<file path="src/rtl/i2c_reg_seq.sv">
// i2c_reg_seq: turns one register read/write request (req_*) into i2c_master commands (m_*) with ACK/status checks, arbitration retry, watchdog and one response (rsp_*)
module i2c_reg_seq #(
    parameter int RETRIES   = 2,
    parameter int TO_W      = 16,
    parameter int TO_CYCLES = 40000
) (
    input  logic       clk,
    input  logic       rst,
    input  logic       req_valid,
    output logic       req_ready,
    input  logic       req_rd,
    input  logic [6:0] req_dev,
    input  logic [7:0] req_reg,
    input  logic [7:0] req_wdata,
    output logic       rsp_valid,
    input  logic       rsp_ready,
    output logic [7:0] rsp_rdata,
    output logic [1:0] rsp_err,
    output logic [4:0] m_cmd,
    output logic       m_ws,
    output logic [7:0] m_dat,
    input  logic [3:0] m_stat,
    input  logic [7:0] m_dat_in
);
    localparam int RW = $clog2(RETRIES + 2);
    typedef enum logic [2:0] {IDLE, ISSUE, NSTOP, HOLD, WAIT, CHECK, RESP} state_t;
    state_t state, state_n;
    logic [2:0] step, step_n;
    logic [RW-1:0] retry, retry_n;
    logic [TO_W-1:0] wd, wd_n;
    logic stop_ph, stop_ph_n, rd, rd_n;
    logic [6:0] dev, dev_n;
    logic [7:0] regi, regi_n, wdata, wdata_n, dat_n, rdata_n;
    logic [4:0] cmd_n;
    logic [1:0] err_n;
    logic last, timeout;
    always_comb begin
        state_n   = state;
        step_n    = step;
        retry_n   = retry;
        wd_n      = wd;
        stop_ph_n = stop_ph;
        rd_n      = rd;
        dev_n     = dev;
        regi_n    = regi;
        wdata_n   = wdata;
        err_n     = rsp_err;
        rdata_n   = rsp_rdata;
        last      = step == (rd ? 3'd4 : 3'd3);
        timeout   = wd >= TO_W'(TO_CYCLES - 1);
        case (state)
            IDLE: if (req_valid) begin
                state_n   = ISSUE;
                step_n    = 3'd0;
                retry_n   = '0;
                stop_ph_n = 1'b0;
                rd_n      = req_rd;
                dev_n     = req_dev;
                regi_n    = req_reg;
                wdata_n   = req_wdata;
                err_n     = 2'b00;
                rdata_n   = 8'h00;
            end
            ISSUE, NSTOP: begin
                state_n = HOLD;
                wd_n    = '0;
            end
            HOLD: begin
                state_n = WAIT;
                wd_n    = wd + 1'b1;
            end
            WAIT: begin
                wd_n = wd + 1'b1;
                if (m_stat[0] && timeout) begin
                    err_n   = 2'b11;
                    state_n = RESP;
                end else if (!m_stat[0])
                    state_n = stop_ph ? RESP : CHECK;
            end
            CHECK:
                if (step == 3'd0) begin
                    step_n  = 3'd1;
                    state_n = ISSUE;
                end else if (m_stat[2]) begin
                    if (retry < RW'(RETRIES)) begin
                        retry_n = retry + 1'b1;
                        step_n  = 3'd0;
                        state_n = ISSUE;
                    end else begin
                        err_n   = 2'b10;
                        state_n = RESP;
                    end
                end else if (m_stat[1]) begin
                    err_n   = 2'b11;
                    state_n = RESP;
                end else if (m_cmd[3] && !m_stat[3]) begin
                    err_n     = 2'b01;
                    stop_ph_n = 1'b1;
                    state_n   = NSTOP;
                end else if (last) begin
                    rdata_n = rd ? m_dat_in : 8'h00;
                    err_n   = 2'b00;
                    state_n = RESP;
                end else begin
                    step_n  = step + 3'd1;
                    state_n = ISSUE;
                end
            RESP: if (rsp_ready) state_n = IDLE;
            default: state_n = IDLE;
        endcase
        cmd_n = state_n == NSTOP ? 5'b00010 : state_n != ISSUE ? m_cmd :
                step_n == 3'd1 ? 5'b01001 : step_n == 3'd2 ? 5'b01000 :
                step_n == 3'd3 ? (rd_n ? 5'b01001 : 5'b01010) :
                step_n == 3'd4 ? 5'b10110 : 5'b00000;
        dat_n = state_n != ISSUE ? m_dat :
                step_n == 3'd1 ? {dev_n, 1'b0} : step_n == 3'd2 ? regi_n :
                step_n == 3'd3 ? (rd_n ? {dev_n, 1'b1} : wdata_n) : 8'h00;
    end
    always_ff @(posedge clk or posedge rst)
        if (rst) begin
            state     <= IDLE;
            step      <= 3'd0;
            retry     <= '0;
            wd        <= '0;
            stop_ph   <= 1'b0;
            rd        <= 1'b0;
            dev       <= 7'h00;
            regi      <= 8'h00;
            wdata     <= 8'h00;
            req_ready <= 1'b0;
            rsp_valid <= 1'b0;
            rsp_rdata <= 8'h00;
            rsp_err   <= 2'b00;
            m_cmd     <= 5'b00000;
            m_ws      <= 1'b0;
            m_dat     <= 8'h00;
        end else begin
            state     <= state_n;
            step      <= step_n;
            retry     <= retry_n;
            wd        <= wd_n;
            stop_ph   <= stop_ph_n;
            rd        <= rd_n;
            dev       <= dev_n;
            regi      <= regi_n;
            wdata     <= wdata_n;
            req_ready <= state_n == IDLE;
            rsp_valid <= state_n == RESP;
            rsp_rdata <= rdata_n;
            rsp_err   <= err_n;
            m_cmd     <= cmd_n;
            m_ws      <= state_n == ISSUE || state_n == NSTOP;
            m_dat     <= dat_n;
        end
endmodule

</file>
<file path="config.mk">
export PLATFORM = sky130hd
export DESIGN_NAME = i2c_reg_seq
export DESIGN_NICKNAME = d
export VERILOG_FILES = /design/src/rtl/i2c_reg_seq.sv
export SDC_FILE = /design/constraint.sdc
export NUM_CORES = 1
export LEC_CHECK = 0
export CORE_UTILIZATION = 53
export CTS_CLUSTER_DIAMETER = 80
export CTS_CLUSTER_SIZE = 16
export DETAILED_ROUTE_END_ITERATION = 7
export PLACE_DENSITY = 0.8
export REMOVE_ABC_BUFFERS = 1
export SYNTH_ARGS = -nofsm -noshare
export SYNTH_HDL_FRONTEND = slang
export SYNTH_SLANG_ARGS = --single-unit
export TNS_END_PERCENT = 10
</file>
<file path="constraint.sdc">
create_clock -name clk -period 2.92 [get_ports clk]
set_input_delay 0.292 -clock clk [delete_from_list [all_inputs] [get_ports clk]]
set_output_delay 0.292 -clock clk [all_outputs]
set_load 0.005 [all_outputs]
</file>
==> summary.txt, run 1 <==
Placed design
  • Port Buf Inserts: 65
  • Placed cell count: 564
  • DP Area: 0.004529 mm2
  • DP HPWL: 6051 um
  • Final GP Congestion: 0.8773

Pwr
  • VDD IR-drop max: 424.7 uV
  • Internal cell power: 2459 uW
  • Comb pwr share: 0.405
  • Clk pwr share: 0.201
  • Net Switching: 1505 uW
  • Power share of the sequential group: 0.395
  • Leak Pwr: 0.002109 uW
  • Pwr per Cell Area: 839.1 mW/mm2
  • Switch share: 0.3797

Finish
  • Design area: 0.004725 mm2
  • Layout area overhead: 25.20%
  • Post-Layout Cell Count: 580
  • Share of cells above drive strength 1: 0.08471
  • Fin util: 0.6916
  • Nets@finish: 522
  • ANT cells: 0

Yosys
  • Mapped Area: 0.003774 mm2
  • Post-synth EDFFs: 0
  • Area leader, netlist: dfrtp_1
  • Register area share after synthesis: 0.4907
  • Primary FF master, synth: dfrtp_1
  • Avg Cell Area, Syn: 9.071 um2
  • Top post-synthesis cells by area: dfrtp_1, nand2_1, o21ai_0
  • Top-count cell post-synth: nand2_1
  • Commonest cells in the netlist: nand2_1, dfrtp_1, o21ai_0
  • Yosys cell types: 57
  • Async SR Flop Fraction: 1.000
  • Synth top area share: 0.4907
  • #FFs+latches synth: 74
  • Post-Syn Instances: 416
  • Syn. warnings: 0

Setup path
  • CP peak stage delay: 0.75 ns
  • Maximum fanout along the worst path: 19
  • Worst Path Required: 3.19 ns
  • Worst setup SP type: flop
  • Critical path class: reg2reg
  • Crit path DAT: 2.85 ns
  • Critical-path cell list: nand3b_1, nor3_1, and3_1, or2_1, nand3_1, o211ai_1
  • Crit end category: flop
  • Critical path's slowest cell: dfrtp_1

Global routing
  • Vias in the first global route: 3,146
  • Pin count of the biggest net entering global routing: 75
  • Tot GR Track Use: 0.2580
  • GR Overflow Total: 0
  • First-pass GRT wire length: 14,760 um
  • Initial antenna violation count: 0

Clock network
  • Register clock-pin slew on the reported worst setup and hold paths: 0.08 ns
  • Worst skew pair latency: 0.35 ns
  • Clk buf depth: 2
  • CTS resizes: 0
  • Hold_buf cts: 0
  • CTS root buf: clkbuf_8
  • Sink Count: 74
  • H-tree depth: 3
  • Total CTS buffers: 9
  • CTS tree: built
  • Post-CTS Setup Inserts: 0

Floorplanning
  • Die area: 0.007462 mm2
  • Starting density of the core: 0.5524
  • Num rows: 30
  • Core area: 0.006832 mm2
  • Die height: 86.38 um
  • # IOs: 66
  • Die X: 86.38 um

Outcome
  • Status: finished clean

Timing
  • Slew Limit Fails: 0
  • Achievable Freq: 386.9 MHz
  • Fin crit period: 2.584 ns
  • Slew HR: 0.4979
  • Final Hold Fails: 0
  • Fin crit share: 0.8851
  • # setup viols final: 0
  • Final Skew: 0.005088 ns
  • RSZ-0062 raised after global routing: no
  • Worst Tran Pin Value: 0.7481 ns

Route
  • Drt total wl: 8684 um
  • Routed vias: 3,295
  • Drt via density: 5.681
  • DR iter-0 viols: 231
  • Routed wire per std cell: 14.97 um
  • DR pass1 iterations: 4
  • # DRC: 0
  • Detail Route Antenna Nets: 0

Job
  • Max-cap violations: 0

Hold path
  • Min-delay worst type: in2async
kinds of logic (layout without fill, tap and decap cells):
family	after synthesis	after routing	synth area share
simple gates	196	196	0.2553
compound gates	88	88	0.1595
flops	74	74	0.4907
buf+inv	40	108	0.04476
mux	13	13	0.03515
fa+ha+maj	3	3	0.009948
xor+xnor	2	2	0.004643
worst paths after layout:
path | start | to | slack (ns) | cells after the start
worst max-delay path | state[0] | m_dat[2] | 0.34 | 6
worst min register to register | regi[1] | regi[1] | 0.47 | 2
max in group asynchronous | rst | rsp_rdata[0] | 2.27 | 3
worst max register to register | state[0] | m_dat[2] | 0.34 | 6
min in group clk | regi[1] | regi[1] | 0.47 | 2
worst min-delay path | rst | wdata[2] | 0.32 | 3
per-layer routing:
layer | GRT usage | up-vias | share of wire
met5 | 0 | - | 0
met4 | 0.1045 | 0 | 0.022
met3 | 0.05429 | 18 | 0.051
met2 | 0.4170 | 116 | 0.48
met1 | 0.3413 | 1577 | 0.45
li1 | - | 1584 | -
layout make-up:
class                           instances  area (um2)
Inverter                               18       67.56
Sequential cell                        74        1852
Clock buffer                           11       141.4
Tap cell                               96       120.1
Clock inverter                          5       53.80
Multi-Input combinational cell        302        1759
Fill cell                             558        2107
Timing Repair Buffer                   74       730.7
flip-flops by register name (all words and copies together), names as in the netlist:
register,cells
wd,16
m_dat,8
regi,8
rsp_rdata,8
wdata,8
dev,7
m_cmd,4
state,3
step,3
retry,2
rsp_err,2
m_ws,1
rd,1
req_ready,1
rsp_valid,1
stop_ph,1
layout by cell type (no fill, tap or decap), types with 6 or more instances in the layout:
master and n:
clkdlybuf4s50_1 65, nand2_1 95, nand3_1 22, a21boi_0 8, o21ai_0 24, a31o_2 7
inv_1 17, clkbuf_8 10, nor2_1 14, nand2b_1 6, dfrtp_1 74, nand4_1 15
nor3b_1 9, a21oi_1 13, nor3_1 6, buf_4 8, mux2i_1 11, o211ai_1 10
metrics by stage:
| stage | hold WS [ns] | total power (uW) | setup slack (ns) | TNS, ns |
|---|---|---|---|---|
| 2_1_floorplan | 0.3974 | 2533 | -1.384 | -34.08 |
| 6_report | 0.3190 | 3964 | 0.3356 | 0 |
| 5_1_grt | 0.3469 | 4255 | 0.09949 | 0 |
| 3_5_place_dp | 0.4549 | 3169 | 0.3655 | 0 |
| 4_1_cts | 0.3560 | 3982 | 0.3609 | 0 |
| 3_3_place_gp | 0.4496 | 3098 | 0.4789 | 0 |
critical path: cells and delay by family, from the launching register on:
kind,cells,cell delay [ns]
AOI/OAI and AO/OA,1,0.26
and+or+nand+nor,5,1.48
DFF,1,0.75
power by group through the flow:
stage	clock, uW	combinational, uW	sequential, uW
6_report	795	1600	1560
2_1_floorplan	0	1020	1520
4_1_cts	808	1610	1560
3_5_place_dp	0	1590	1580
5_1_grt	862	1790	1600
3_3_place_gp	0	1530	1560
(Power assumes the default switching activity.)
==> run 2: changes to the inputs <==
--- a/config.mk
+++ b/config.mk
@@ -9,7 +9,7 @@
 export CTS_CLUSTER_DIAMETER = 80
 export CTS_CLUSTER_SIZE = 16
 export DETAILED_ROUTE_END_ITERATION = 7
-export PLACE_DENSITY = 0.8
+export PLACE_DENSITY = 0.83
 export REMOVE_ABC_BUFFERS = 1
 export SYNTH_ARGS = -nofsm -noshare
 export SYNTH_HDL_FRONTEND = slang
==> run 2 against run 1 <==
Against the previous run:
- clock skew about the same
- core utilization up 0.81 points
- total power up 6.5%
- largest power group unchanged
- highest routed layer unchanged
==> summary.txt, run 2 (synthesized netlist as in run 1, its figures left out) <==
Route
  • Routed vias: 3,299 (+0.12%)
  • DR iter-0 viols: 205 (-11%)
  • DR pass1 iterations: 5 (+1)
  • Drt total wl: 8888 um (+2.3%)
  • Drt via density: 5.708 (+0.47%)
  • Routed wire per std cell: 15.38 um (+2.7%)
  • Detail Route Antenna Nets: 0 (unchanged)
  • # DRC: 0 (unchanged)

Finish
  • ANT cells: 0 (unchanged)
  • Fin util: 0.6996 (+0.008059)
  • Most frequent cells in the layout: nand2_1, dfrtp_1, clkdlybuf4s50_1
  • Most flops, register: wd
  • Share of cells above drive strength 1: 0.08299 (-0.001723)
  • Max FFs per register: 16 (unchanged)
  • Nets@finish: 520 (-0.38%)
  • Layout area overhead: 26.66%
  • Most common cell after layout, fill and taps aside: nand2_1

Setup path
  • Critical path class: reg2reg
  • Crit path DAT: 2.84 ns (about the same)
  • Worst Path Required: 3.18 ns (about the same)
  • Crit end category: flop
  • Maximum fanout along the worst path: 13 (-6)
  • Worst setup SP type: flop

Pwr
  • Pwr per Cell Area: 883.4 mW/mm2 (+5.3%)
  • VDD IR-drop max: 436.8 uV (+2.8%)
  • Total Power: 4222 uW (+6.5%)
  • Leak Pwr: 0.002126 uW (+0.79%)

Floorplanning
  • Die area: 0.007462 mm2 (unchanged)
  • Die height: 86.38 um (unchanged)
  • Core area: 0.006832 mm2 (unchanged)
  • Die X: 86.38 um (unchanged)
  • # IOs: 66 (unchanged)
  • Starting density of the core: 0.5524 (unchanged)
  • Num rows: 30 (unchanged)

Clock network
  • Worst skew pair latency: 0.35 ns (about the same)
  • Clk buf depth: 2 (unchanged)
  • Register clock-pin slew on the reported worst setup and hold paths: 0.08 ns (about the same)
  • Sink Count: 74 (unchanged)
  • H-tree depth: 3 (unchanged)
  • Hold_buf cts: 0 (unchanged)
  • CTS tree: built
  • CTS resizes: 0 (unchanged)
  • CTS root buf: clkbuf_8
  • Post-CTS Setup Inserts: 0 (unchanged)
  • Total CTS buffers: 9 (unchanged)

Job
  • Max-cap violations: 0 (unchanged)

Timing
  • Slew HR: 0.1922 (-0.3058)
  • Slew Limit Fails: 0 (unchanged)
  • RSZ-0062 raised after global routing: no
  • # setup viols final: 0 (unchanged)
  • Setup TNS: 0 ns (unchanged)
  • Worst Tran Pin Value: 1.199 ns (+0.4506 ns)
  • Achievable Freq: 387.8 MHz (+0.23%)
  • Fin crit share: 0.8831 (-0.002002)
  • Final Hold Fails: 0 (unchanged)
  • Final Skew: 0.005134 ns (+0.00004644 ns)
  • Final worst slack: 0.3414 ns (+0.005846 ns)
  • Fin crit period: 2.579 ns (-0.005846 ns)

Hold path
  • Min-delay worst type: in2async

Global routing
  • Pin count of the biggest net entering global routing: 49 (-35%)
  • Vias in the first global route: 3,155 (+0.29%)
  • GR Overflow Total: 0 (unchanged)
  • First-pass GRT wire length: 14,950 um (+1.3%)
  • Tot GR Track Use: 0.2588 (+0.0007151)
  • Initial antenna violation count: 0 (unchanged)

Outcome
  • Status: finished clean

Placed design
  • Final GP Congestion: 0.8544 (-2.6%)
  • DP HPWL: 6243 um (+3.2%)
  • Port Buf Inserts: 65 (unchanged)
  • Worst slack at placement: 0.2362 ns (-0.1293 ns)
==> run 2: power breakdown <==
part           leakage (uW)  internal [uW]  total, uW  switching (uW)
logic               0.00102            720       1620             901
clock network      0.000129            654       1040             386
registers          0.000978           1320       1560             242
==> run 2: per-stage QoR <==
| step | instances | instance area, um2 | hold slack, ns |
|---|---|---|---|
| finish | 578 | 4780 | 0.3109 |
| CTS | 578 | 4780 | 0.3238 |
| detailed placement | 562 | 4514 | 0.4542 |
| global placement | 562 | 4514 | 0.4499 |
| global route | 578 | 4780 | 0.3562 |
| floorplan | 394 | 3672 | 0.3974 |
==> run 2: cell type report <==
cell class | count | area, um2
Tap cell | 96 | 120.1
Clock inverter | 7 | 141.4
Timing Repair Buffer | 72 | 715.7
Clock buffer | 9 | 123.9
Fill cell | 543 | 2052
Sequential cell | 74 | 1852
Multi-Input combinational cell | 302 | 1759
Inverter | 18 | 67.56
==> run 2: routing by layer <==
layer / track usage / routed length, um / vias to the layer above
li1: - / - / 1583
met1: 0.3508 / 3962 / 1586
met2: 0.4084 / 4270 / 113
met3: 0.05333 / 501 / 17
met4: 0.1061 / 153 / 0
met5: 0 / 0 / -
==> run 2: final timing paths <==
| kind | startpoint | end | slack [ns] | cells past startpoint |
|---|---|---|---|---|
| min in group clk | wdata[7] | wdata[7] | 0.48 | 2 |
| min reg2reg | wdata[7] | wdata[7] | 0.48 | 2 |
| max reg2reg | step[0] | m_dat[3] | 0.34 | 8 |
| min | rst | wdata[4] | 0.31 | 2 |
| max in group asynchronous | rst | m_cmd[3] | 1.95 | 3 |
| max | step[0] | m_dat[3] | 0.34 | 8 |
==> run 2: critical path, cell delays in order (launching register included) <==
cell and delay (ns):
dfrtp_1 0.43, inv_1 0.14, ha_1 0.18, nor2b_1 0.43
nor2_1 0.15, a31oi_1 0.19, a31o_1 0.39, nand3_1 0.33
o211ai_1 0.25
==> run 3: changes to the inputs <==
--- a/config.mk
+++ b/config.mk
@@ -5,6 +5,7 @@
 export SDC_FILE = /design/constraint.sdc
 export NUM_CORES = 1
 export LEC_CHECK = 0
+export ABC_AREA = 1
 export CORE_UTILIZATION = 53
 export CTS_CLUSTER_DIAMETER = 80
 export CTS_CLUSTER_SIZE = 16
==> run 3 against run 2 <==
Against the previous run:
- global-route usage fell by 0.79 points
- largest power group unchanged
- core utilization down 2.5 points
- clock power down 29%
- area after synthesis rose by 4.7%
- worst hold slack better by 0.070 ns
- non-clock buffer count down 4
- wire length up 0.57%
- maximum frequency rose by 17%
- largest cell class unchanged
==> summary.txt, run 3 <==
Timing
  • Setup TNS: 0 ns (unchanged)
  • Slew Limit Fails: 0 (unchanged)
  • Fin crit share: 0.7575 (-0.1256)
  • Final Skew: 0.01226 ns (+0.007128 ns)
  • Final Hold Fails: 0 (unchanged)
  • RSZ-0062 raised after global routing: no
  • Worst Tran Pin Value: 0.7358 ns (-0.4628 ns)
  • Fin crit period: 2.212 ns (-0.3668 ns)
  • Achievable Freq: 452.1 MHz (+17%)
  • Final worst slack: 0.7082 ns (+0.3668 ns)
  • Slew HR: 0.5087 (+0.3166)
  • # setup viols final: 0 (unchanged)

Yosys
  • #FFs+latches synth: 74 (unchanged)
  • Largest family of logic cells by synthesized area: simple AND/OR/NAND/NOR gates
  • Top-count cell post-synth: nand2_1
  • Synth Area in Adders: 0.009503 (-0.0004443)
  • Yosys cell types: 44 (-23%)
  • Synth Area in XOR/XNOR: 0 (-0.004642)
  • Area leader, netlist: dfrtp_1
  • Top post-synthesis cells by area: dfrtp_1, nand2_1, nand3_1
  • Synth top area share: 0.4688 (-0.02192)
  • Mapped Area: 0.003950 mm2 (+4.7%)
  • Post-Syn Instances: 504 (+21%)
  • Mux cell area share after synthesis: 0 (-0.03515)
  • Post-synth EDFFs: 0 (unchanged)
  • Synth Area in Compound Gates: 0.09534 (-0.06414)
  • Syn. warnings: 0 (unchanged)
  • Avg Cell Area, Syn: 7.837 um2 (-14%)
  • Async SR Flop Fraction: 1.000 (unchanged)
  • Commonest cells in the netlist: nand2_1, dfrtp_1, inv_1
  • Post-Synth Simple-Gate Area: 0.3586 (+0.1033)
  • Primary FF master, synth: dfrtp_1
  • Register area share after synthesis: 0.4688 (-0.02192)

Global routing
  • Tot GR Track Use: 0.2509 (-0.007903)
  • GR Overflow Total: 0 (unchanged)
  • First-pass GRT wire length: 15,120 um (+1.1%)
  • Initial antenna violation count: 0 (unchanged)
  • Pin count of the biggest net entering global routing: 41 (-16%)
  • Vias in the first global route: 3,321 (+5.3%)

Finish
  • Multi-input gate area: 0.001831 mm2 (+4.1%)
  • Max FFs per register: 16 (unchanged)
  • ANT cells: 0 (unchanged)
  • Share of cells above drive strength 1: 0.1111 (+0.02812)
  • Fillers: 603 (+11%)
  • Register area: 0.001852 mm2 (unchanged)
  • Nets@finish: 614 (+18%)
  • Layout area overhead: 23.16%
  • Most frequent cells in the layout: nand2_1, dfrtp_1, clkdlybuf4s50_1
  • Most common cell after layout, fill and taps aside: nand2_1
  • Most flops, register: wd

Floorplanning
  • Starting density of the core: 0.5475 (-0.004861)
  • Die area: 0.007802 mm2 (+4.6%)
  • Num rows: 31 (+3.3%)
  • Die X: 88.33 um (+2.3%)
  • Die height: 88.33 um (+2.3%)
  • # IOs: 66 (unchanged)
  • Core area: 0.007214 mm2 (+5.6%)

Setup path
  • CP top delay family: simple AND/OR/NAND/NOR gates
  • Crit-path most repeated cell: inv_1
  • Worst R2R Start: state[0]
  • Crit end category: flop
  • Critical path class: reg2reg
  • Critical path's slowest cell: dfrtp_1
  • R2r worst-path depth: 10 (+2)
  • Worst R2R Setup Slack: 0.71 ns (+0.37 ns)
  • Critical-path cell list: inv_2, nand2_1, nor2_1, a21oi_4, inv_1, nor2_1, inv_1, o22ai_1, nand2_1, inv_1
  • Worst setup SP type: flop
  • Worst Path Required: 3.22 ns (+0.04 ns)
  • Critical path buffers and inverters: 4 (+3)
  • Crit path DAT: 2.51 ns (-0.33 ns)
  • CP peak stage delay: 0.54 ns (+0.11 ns)
  • Crit Reg-Reg Endpoint: wd[10]
  • Maximum fanout along the worst path: 11 (-2)

Route
  • DR pass1 iterations: 5 (unchanged)
  • DR iter-0 viols: 224 (+9.3%)
  • Detail Route Antenna Nets: 0 (unchanged)
  • Routed wire per std cell: 13.24 um (-14%)
  • Routed vias: 3,536 (+7.2%)
  • Drt total wl: 8939 um (+0.57%)
  • Drt via density: 5.239 (-8.2%)
  • # DRC: 0 (unchanged)

Pwr
  • Pwr per Cell Area: 880.2 mW/mm2 (-0.35%)
  • Total Power: 4282 uW (+1.4%)
  • VDD IR-drop max: 434.6 uV (-0.50%)
  • Leak Pwr: 0.002367 uW (+11%)

Outcome
  • Status: finished clean

Clock network
  • H-tree depth: 3 (unchanged)
  • Sink Count: 74 (unchanged)
  • CTS tree: built
  • Hold_buf cts: 0 (unchanged)
  • Total CTS buffers: 9 (unchanged)
  • Clk buf depth: 2 (unchanged)
  • Post-CTS Setup Inserts: 0 (unchanged)
  • Register clock-pin slew on the reported worst setup and hold paths: 0.08 ns (about the same)
  • CTS resizes: 0 (unchanged)
  • CTS root buf: clkbuf_8
  • Worst skew pair latency: 0.35 ns (about the same)

Job
  • Max-cap violations: 0 (unchanged)

Placed design
  • Port Buf Inserts: 65 (unchanged)
  • DP HPWL: 6491 um (+4.0%)
  • Final GP Congestion: 0.8970 (+5.0%)
  • Worst slack at placement: 0.4390 ns (+0.2028 ns)

Hold path
  • Min-delay worst type: in2async
## run 3: cell count changes after synthesis, sizes merged, moves of 6 or more
cell | previous run | this run
nand2 | 96 | 202
inv | 18 | 51
nor2 | 14 | 36
nand3 | 22 | 43
clkbuf | 15 | 1
o21ai | 29 | 17
mux2i | 11 | 0
a21oi | 14 | 24
nor3b | 9 | 0
a31o | 8 | 0
o211ai | 10 | 2
a21boi | 8 | 2
nand2b | 6 | 0
## run 3: cells by family (layout without fill, tap and decap cells)
| kind of cell | Yosys count | after routing |
|---|---|---|
| AOI/OAI and AO/OA | 60 | 60 |
| and+or+nand+nor | 304 | 304 |
| buffers and inverters | 63 | 135 |
| DFF | 74 | 74 |
| adders and majority gates | 3 | 3 |
## run 3: power breakdown
| group | internal, uW | switching (uW) |
|---|---|---|
| combinational | 742 | 1240 |
| sequential | 1380 | 188 |
| clock | 354 | 386 |
## run 3: area by class of cell
| class | instances | area share |
|---|---|---|
| inverters | 51 | 0.03935 |
| multi-input cells | 367 | 0.3763 |
| flip-flops and latches | 74 | 0.3807 |
| clock buffers | 12 | 0.03189 |
| repair buffers | 68 | 0.1409 |
| well taps | 99 | 0.02546 |
| clock inverters | 4 | 0.005401 |
## run 3: worst max path at each step
stage,slack [ns],start,cells past startpoint,end
finish,0.71,state[0],10,wd[10]
global route,0.47,step[1],11,m_cmd[0]
CTS,0.73,state[0],10,wd[10]
detailed placement,0.44,m_stat[2],11,m_cmd[0]
global placement,0.57,m_stat[2],11,m_cmd[3]
floorplan,0.75,rst,1,dev[0]
## run 3: per-stage QoR
stage	util	hold WS (ns)	area (um2)	cells
2_1_floorplan	-	0.4283	3874	492
3_3_place_gp	0.6492	0.4562	4683	659
3_5_place_dp	0.6492	0.4627	4683	659
4_1_cts	0.6743	0.4090	4865	675
5_1_grt	0.6743	0.4630	4865	675
6_report	0.6743	0.3813	4865	675
## run 3: layer usage
layer  track usage  vias up  wire length, um  part of all wire
met5             0        -                0                 0
met4       0.08798        0              130             0.015
met3       0.03731       15              530             0.059
met2        0.4203      119             4420              0.49
met1        0.3329     1634             3858              0.43
li1              -     1768                -                 -
